**config.mk**
```make
export PLATFORM = sky130hd
export DESIGN_NAME = stream_out
export DESIGN_NICKNAME = d
export VERILOG_FILES = /design/src/rtl/stream_out.sv
export SDC_FILE = /design/constraint.sdc
export NUM_CORES = 1
export LEC_CHECK = 0
export ABC_AREA = 1
export BUFFER_PORTS_ARGS = -buffer_cell sky130_fd_sc_hd__buf_2
export CAP_MARGIN = 20
export CORE_ASPECT_RATIO = 0.9
export CORE_UTILIZATION = 61
export DETAILED_ROUTE_END_ITERATION = 8
export PLACE_DENSITY = 0.89
export SLEW_MARGIN = 25
export SYNTH_ARGS = -nofsm -noshare
export SYNTH_HDL_FRONTEND = slang
export SYNTH_SLANG_ARGS = --single-unit
```
**constraint.sdc**
```tcl
create_clock -name clk -period 2.6 [get_ports clk]
set_clock_uncertainty 0.1 [all_clocks]
set_input_delay 0.26 -clock clk [delete_from_list [all_inputs] [get_ports clk]]
set_output_delay 0.26 -clock clk [all_outputs]
set_load 0.1 [all_outputs]
```
**src/rtl/stream_out.sv**
```systemverilog
// Block serializer: accepts 128-bit tagged blocks into a 2-entry FIFO and emits them as 8 x 16-bit words, MSB first.
// Optional sticky overflow flag on dropped blocks: define STREAM_OUT_OVF_EN.
module stream_out (
    input  logic         clk,
    input  logic         rst,
    input  logic         vin,
    input  logic [1:0]   tin,
    input  logic [127:0] din,
    output logic         rdy,
    output logic         vout,
    output logic [1:0]   tout,
    output logic [15:0]  dout
`ifdef STREAM_OUT_OVF_EN
    ,
    output logic         ovf
`endif
);

    typedef enum logic {
        IDLE = 1'b0,
        SEND = 1'b1
    } state_t;

    state_t         state_q, state_d;
    logic [1:0]     occ_q, occ_d;
    logic [127:0]   f0_data_q, f0_data_d;
    logic [127:0]   f1_data_q, f1_data_d;
    logic [1:0]     f0_tag_q, f0_tag_d;
    logic [1:0]     f1_tag_q, f1_tag_d;
    logic [127:0]   sr_q, sr_d;
    logic [2:0]     cnt_q, cnt_d;
    logic           vout_q, vout_d;
    logic [1:0]     tout_q, tout_d;
    logic [15:0]    dout_q, dout_d;

    logic           accept;
    logic           load_slot;
    logic           load;
    logic           pop;
    logic           push;
    logic           wr_first;
    logic [127:0]   src_data;
    logic [1:0]     src_tag;

    // rdy depends only on registered occupancy, never on vin
    assign rdy       = (occ_q < 2'd2);
    assign accept    = vin && rdy;
    assign load_slot = (state_q == IDLE) || (cnt_q == 3'd7);
    assign load      = load_slot && ((occ_q != 2'd0) || accept);
    assign pop       = load && (occ_q != 2'd0);
    // a block loaded straight from the input (bypass) never enters the FIFO
    assign push      = accept && !(load && (occ_q == 2'd0));
    assign wr_first  = (occ_q == 2'd0) || ((occ_q == 2'd1) && pop);
    assign src_data  = (occ_q != 2'd0) ? f0_data_q : din;
    assign src_tag   = (occ_q != 2'd0) ? f0_tag_q  : tin;

    always_comb begin
        state_d   = state_q;
        occ_d     = occ_q;
        f0_data_d = f0_data_q;
        f1_data_d = f1_data_q;
        f0_tag_d  = f0_tag_q;
        f1_tag_d  = f1_tag_q;
        sr_d      = sr_q;
        cnt_d     = cnt_q;
        vout_d    = vout_q;
        tout_d    = tout_q;
        dout_d    = dout_q;

        if (load) begin
            sr_d    = {src_data[111:0], 16'h0000};
            dout_d  = src_data[127:112];
            tout_d  = src_tag;
            vout_d  = 1'b1;
            cnt_d   = 3'd0;
            state_d = SEND;
        end else if ((state_q == SEND) && (cnt_q != 3'd7)) begin
            dout_d  = sr_q[127:112];
            sr_d    = {sr_q[111:0], 16'h0000};
            cnt_d   = cnt_q + 3'd1;
        end else if (state_q == SEND) begin
            vout_d  = 1'b0;
            cnt_d   = 3'd0;
            state_d = IDLE;
        end

        if (pop) begin
            f0_data_d = f1_data_q;
            f0_tag_d  = f1_tag_q;
        end
        if (push) begin
            if (wr_first) begin
                f0_data_d = din;
                f0_tag_d  = tin;
            end else begin
                f1_data_d = din;
                f1_tag_d  = tin;
            end
        end

        if (push && !pop) begin
            occ_d = occ_q + 2'd1;
        end else if (pop && !push) begin
            occ_d = occ_q - 2'd1;
        end
    end

    always_ff @(posedge clk) begin
        if (rst) begin
            state_q   <= IDLE;
            occ_q     <= 2'd0;
            f0_data_q <= '0;
            f1_data_q <= '0;
            f0_tag_q  <= 2'b00;
            f1_tag_q  <= 2'b00;
            sr_q      <= '0;
            cnt_q     <= 3'd0;
            vout_q    <= 1'b0;
            tout_q    <= 2'b00;
            dout_q    <= 16'h0000;
        end else begin
            state_q   <= state_d;
            occ_q     <= occ_d;
            f0_data_q <= f0_data_d;
            f1_data_q <= f1_data_d;
            f0_tag_q  <= f0_tag_d;
            f1_tag_q  <= f1_tag_d;
            sr_q      <= sr_d;
            cnt_q     <= cnt_d;
            vout_q    <= vout_d;
            tout_q    <= tout_d;
            dout_q    <= dout_d;
        end
    end

    assign vout = vout_q;
    assign tout = tout_q;
    assign dout = dout_q;

`ifdef STREAM_OUT_OVF_EN
    logic ovf_q;

    always_ff @(posedge clk) begin
        if (rst) begin
            ovf_q <= 1'b0;
        end else if (vin && !rdy) begin
            ovf_q <= 1'b1;
        end
    end

    assign ovf = ovf_q;
`endif

endmodule
```
==> metrics <==
status=complete, no violations; footprint of the multi-input gates=between 9000 and 10000 µm²; Ports=153; Max Slew Vio Count=0; sum of buffers and inverters on the critical path=3; synth top area cells=dfxtp_1, nand2_1, nand3_1, nor2_1, a21oi_1; synth warn=0; CP max stage delay=0.50 ns; Initial Utilization=62.5%; CTS tree=built; worst flop-to-flop path endpoint=f1_data_q[21]$_SDFFE_PP0P_; synthesized area per cell=6.27 µm²; GRT Total Usage=37.8%; global routing's busiest layer=met2; Pleak=11.0 nW; leading area contributor after synthesis=dfxtp_1; relative slew slack=approximately 45%; core box area=31100 µm²; grt ovf=0; Netlist cell types=23; RSZ-0062 raised after global routing=false; share of layout cells above drive strength 1=a little under a tenth; CTS clock-pin slew for the worst setup and hold paths=0.06 ns; Final Cycle Share=93.8%; first-pass GRT wire length=100000 µm; fraction of the yosys area taken by sequential cells=40.8%; Worst setup SP type=register; number of diodes=0; met3 global-route usage=just over 7%; initial antenna violation count=0; vias per cell=~5.8; Reg-to-Reg Start=occ_q[1]$_SDFFE_PP0P_; vias in the first global route=20400; Rows=61; WL/cell=16.9 µm; Final setup viols=0; worst-margin pin slew=0.831 ns; Tmin final=2.44 ns; Synth Register Bits=397; Cells after Synth=3101; TritonCTS buffer count=41; max cap viols=0; Routed Antenna Nets=0; DIE AREA=32600 µm²; met1 Resource Use GR=47.6%; postcts setup bufs=0; post-cts sizing count=0; WP data required=2.94 ns; PnR Total Power=26.2 mW; Hold Path Stages=4; Hold Path End=sr_q[85]$_SDFFE_PP0P_; Hold/Removal Path Class=input pin to register; CTS Root Cell=clkbuf_16; critical hold path startpoint=rst; IO buf count=approximately 150; FF-to-FF setup slack=0.16 ns; Data arrival, critical path=2.78 ns; worst IR drop on VDD=1140 µV; CP Max Fanout=46; CP Capture Type=register; syn nets=roughly 3200; Crit path top cell by count=buf_4; CP delay by family, top=buffers and inverters; GR Util met2=between 60% and 70%; H-tree depth=2; via count=21200; P&R area growth vs syn=17.4%; TritonCTS Sinks=about 400; routability cong.=about 0.88; Worst Setup Path Type=register to register; largest net degree at the start of global routing=153; clk_lat worst skew=0.55 ns; DRC errors left=0; Yosys top cell area share=40.8%; worst path cell trace=inv_2 -> ha_4 -> buf_4 -> a21oi_4 -> nand2_4 -> buf_4 -> nand2_1 -> a21oi_1; TNS Setup=0 ns; Max Buffers Root-to-Sink=3; slowest library cell on the worst path=buf_4; DR iter-0 viols=2783; Die Height=171 µm; maximum clock frequency=0.410 GHz; Reg area=7950 µm²; Syn Std Cell Area=slightly below 20000 µm²; cts hold-fix bufs=130; Pre-antenna DRT Iters=6; final hold vios=0; Final Core Density=between 70 and 80%; filler cell count=around 2300; Worst R2R Path Depth=8; nets=approximately 3400; PwrDens=roughly 1100 nW/µm²; final WL=between 60000 and 70000 µm; die width=190 µm; dpl hpwl=34800 µm
-- cell families (layout without fill, tap and decap cells) --
| logic type | Yosys count | in the layout | synth area share [%] |
|---|---|---|---|
| buf+inv | 434 | 601 | 9.88 |
| compound gates | 288 | 288 | 7.54 |
| simple gates | 1976 | 1976 | 41.4 |
| fa+ha+maj | 5 | 5 | 0.322 |
| flops | 397 | 397 | 40.8 |
| xor+xnor | 1 | 1 | 0.0450 |
-- sequential cells by signal, indices dropped and copies added, names as in the netlist --
name / flops
f1_data_q: 128
f0_data_q: 128
sr_q: 112
tout: 2
state_q: 1
cnt_q: 3
vout: 1
f1_tag_q: 2
dout: 16
f0_tag_q: 2
occ_q: 2
-- worst max-delay path by stage --
stage,cells after the start,slack [ns],to,start
detailed placement,11,0.30,f0_data_q[64]$_SDFF_PP0_,cnt_q[0]$_SDFFE_PP0P_
global placement,11,0.43,f0_data_q[69]$_SDFF_PP0_,cnt_q[0]$_SDFFE_PP0P_
finish,8,0.16,f1_data_q[21]$_SDFFE_PP0P_,occ_q[1]$_SDFFE_PP0P_
floorplan,10,0.34,occ_q[0]$_SDFFE_PP0P_,occ_q[1]$_SDFFE_PP0P_
CTS,8,0.23,f1_data_q[21]$_SDFFE_PP0P_,occ_q[1]$_SDFFE_PP0P_
global route,11,0.09,f0_data_q[69]$_SDFF_PP0_,cnt_q[0]$_SDFFE_PP0P_
-- synthesized netlist by cell type, drive strengths merged --
master  instances
inv           201
o21ai         132
a21boi          1
a21oi         155
dfxtp         397
nand3         379
buf           151
nand3b         22
nand2        1282
nor2          270
ha              5
xnor2           1
clkbuf         82
or2            23
-- through the flow --
stage          area, µm²  setup WS [ns]  hold WS (ns)  cells
6_report           22800          0.162         0.104   3677
5_1_grt            22800         0.0892         0.127   3677
4_1_cts            22800          0.234        0.0947   3677
3_5_place_dp       20200          0.300         0.338   3475
3_3_place_gp       20200          0.429         0.336   3475
2_1_floorplan      19500          0.340         0.295   3101
-- cell usage in the layout, fill, tap and decap left out --
master | synthesis | final
clkinv_2 | 0 | 7
ha_1 | 5 | 4
buf_4 | 20 | 29
a21oi_4 | 2 | 2
nand3_1 | 379 | 379
clkbuf_16 | 0 | 43
dlygate4sd3_1 | 0 | 130
nand2_4 | 1 | 6
bufinv_16 | 0 | 1
o21ai_0 | 121 | 121
xnor2_1 | 1 | 1
inv_2 | 6 | 5
o21ai_1 | 11 | 11
buf_2 | 102 | 151
clkbuf_8 | 0 | 10
a21oi_1 | 153 | 153
clkbuf_1 | 82 | 8
nand3b_1 | 22 | 22
inv_1 | 195 | 194
inv_6 | 0 | 3
buf_12 | 0 | 18
a21boi_0 | 1 | 1
or2_2 | 23 | 23
ha_4 | 0 | 1
nor2_1 | 269 | 267
nand2_1 | 1280 | 1274
nand2_2 | 1 | 2
clkinvlp_4 | 0 | 2
nor2_4 | 1 | 3
dfxtp_1 | 397 | 397
-- routing by layer --
metal,wire length [µm],up-vias
met3,7310,252
met5,0,-
met1,23700,9613
met4,2650,0
met2,28700,1434
li1,-,9909
-- worst register-to-register path, cell delays in order, from the launching register on --
cell and delay [ns]:
dfxtp_1 0.34, inv_2 0.12, ha_4 0.24, buf_4 0.39
a21oi_4 0.10, nand2_4 0.09, buf_4 0.50, nand2_1 0.23
a21oi_1 0.23
-- power breakdown --
part / internal (mW) / switching [mW]
logic: 3.32 / 8.20
clock network: 3.41 / 2.50
registers: 7.78 / 0.958
-- final cells by class --
class	instances	area share (%)
Multi-Input combinational cell	2270	42.3
Sequential cell	397	34.8
Timing Repair Buffer	328	11.5
Clock buffer	61	5.44
Inverter	201	3.35
Tap cell	409	2.24
Clock inverter	11	0.389
Power figures use the tool's default switching activity.
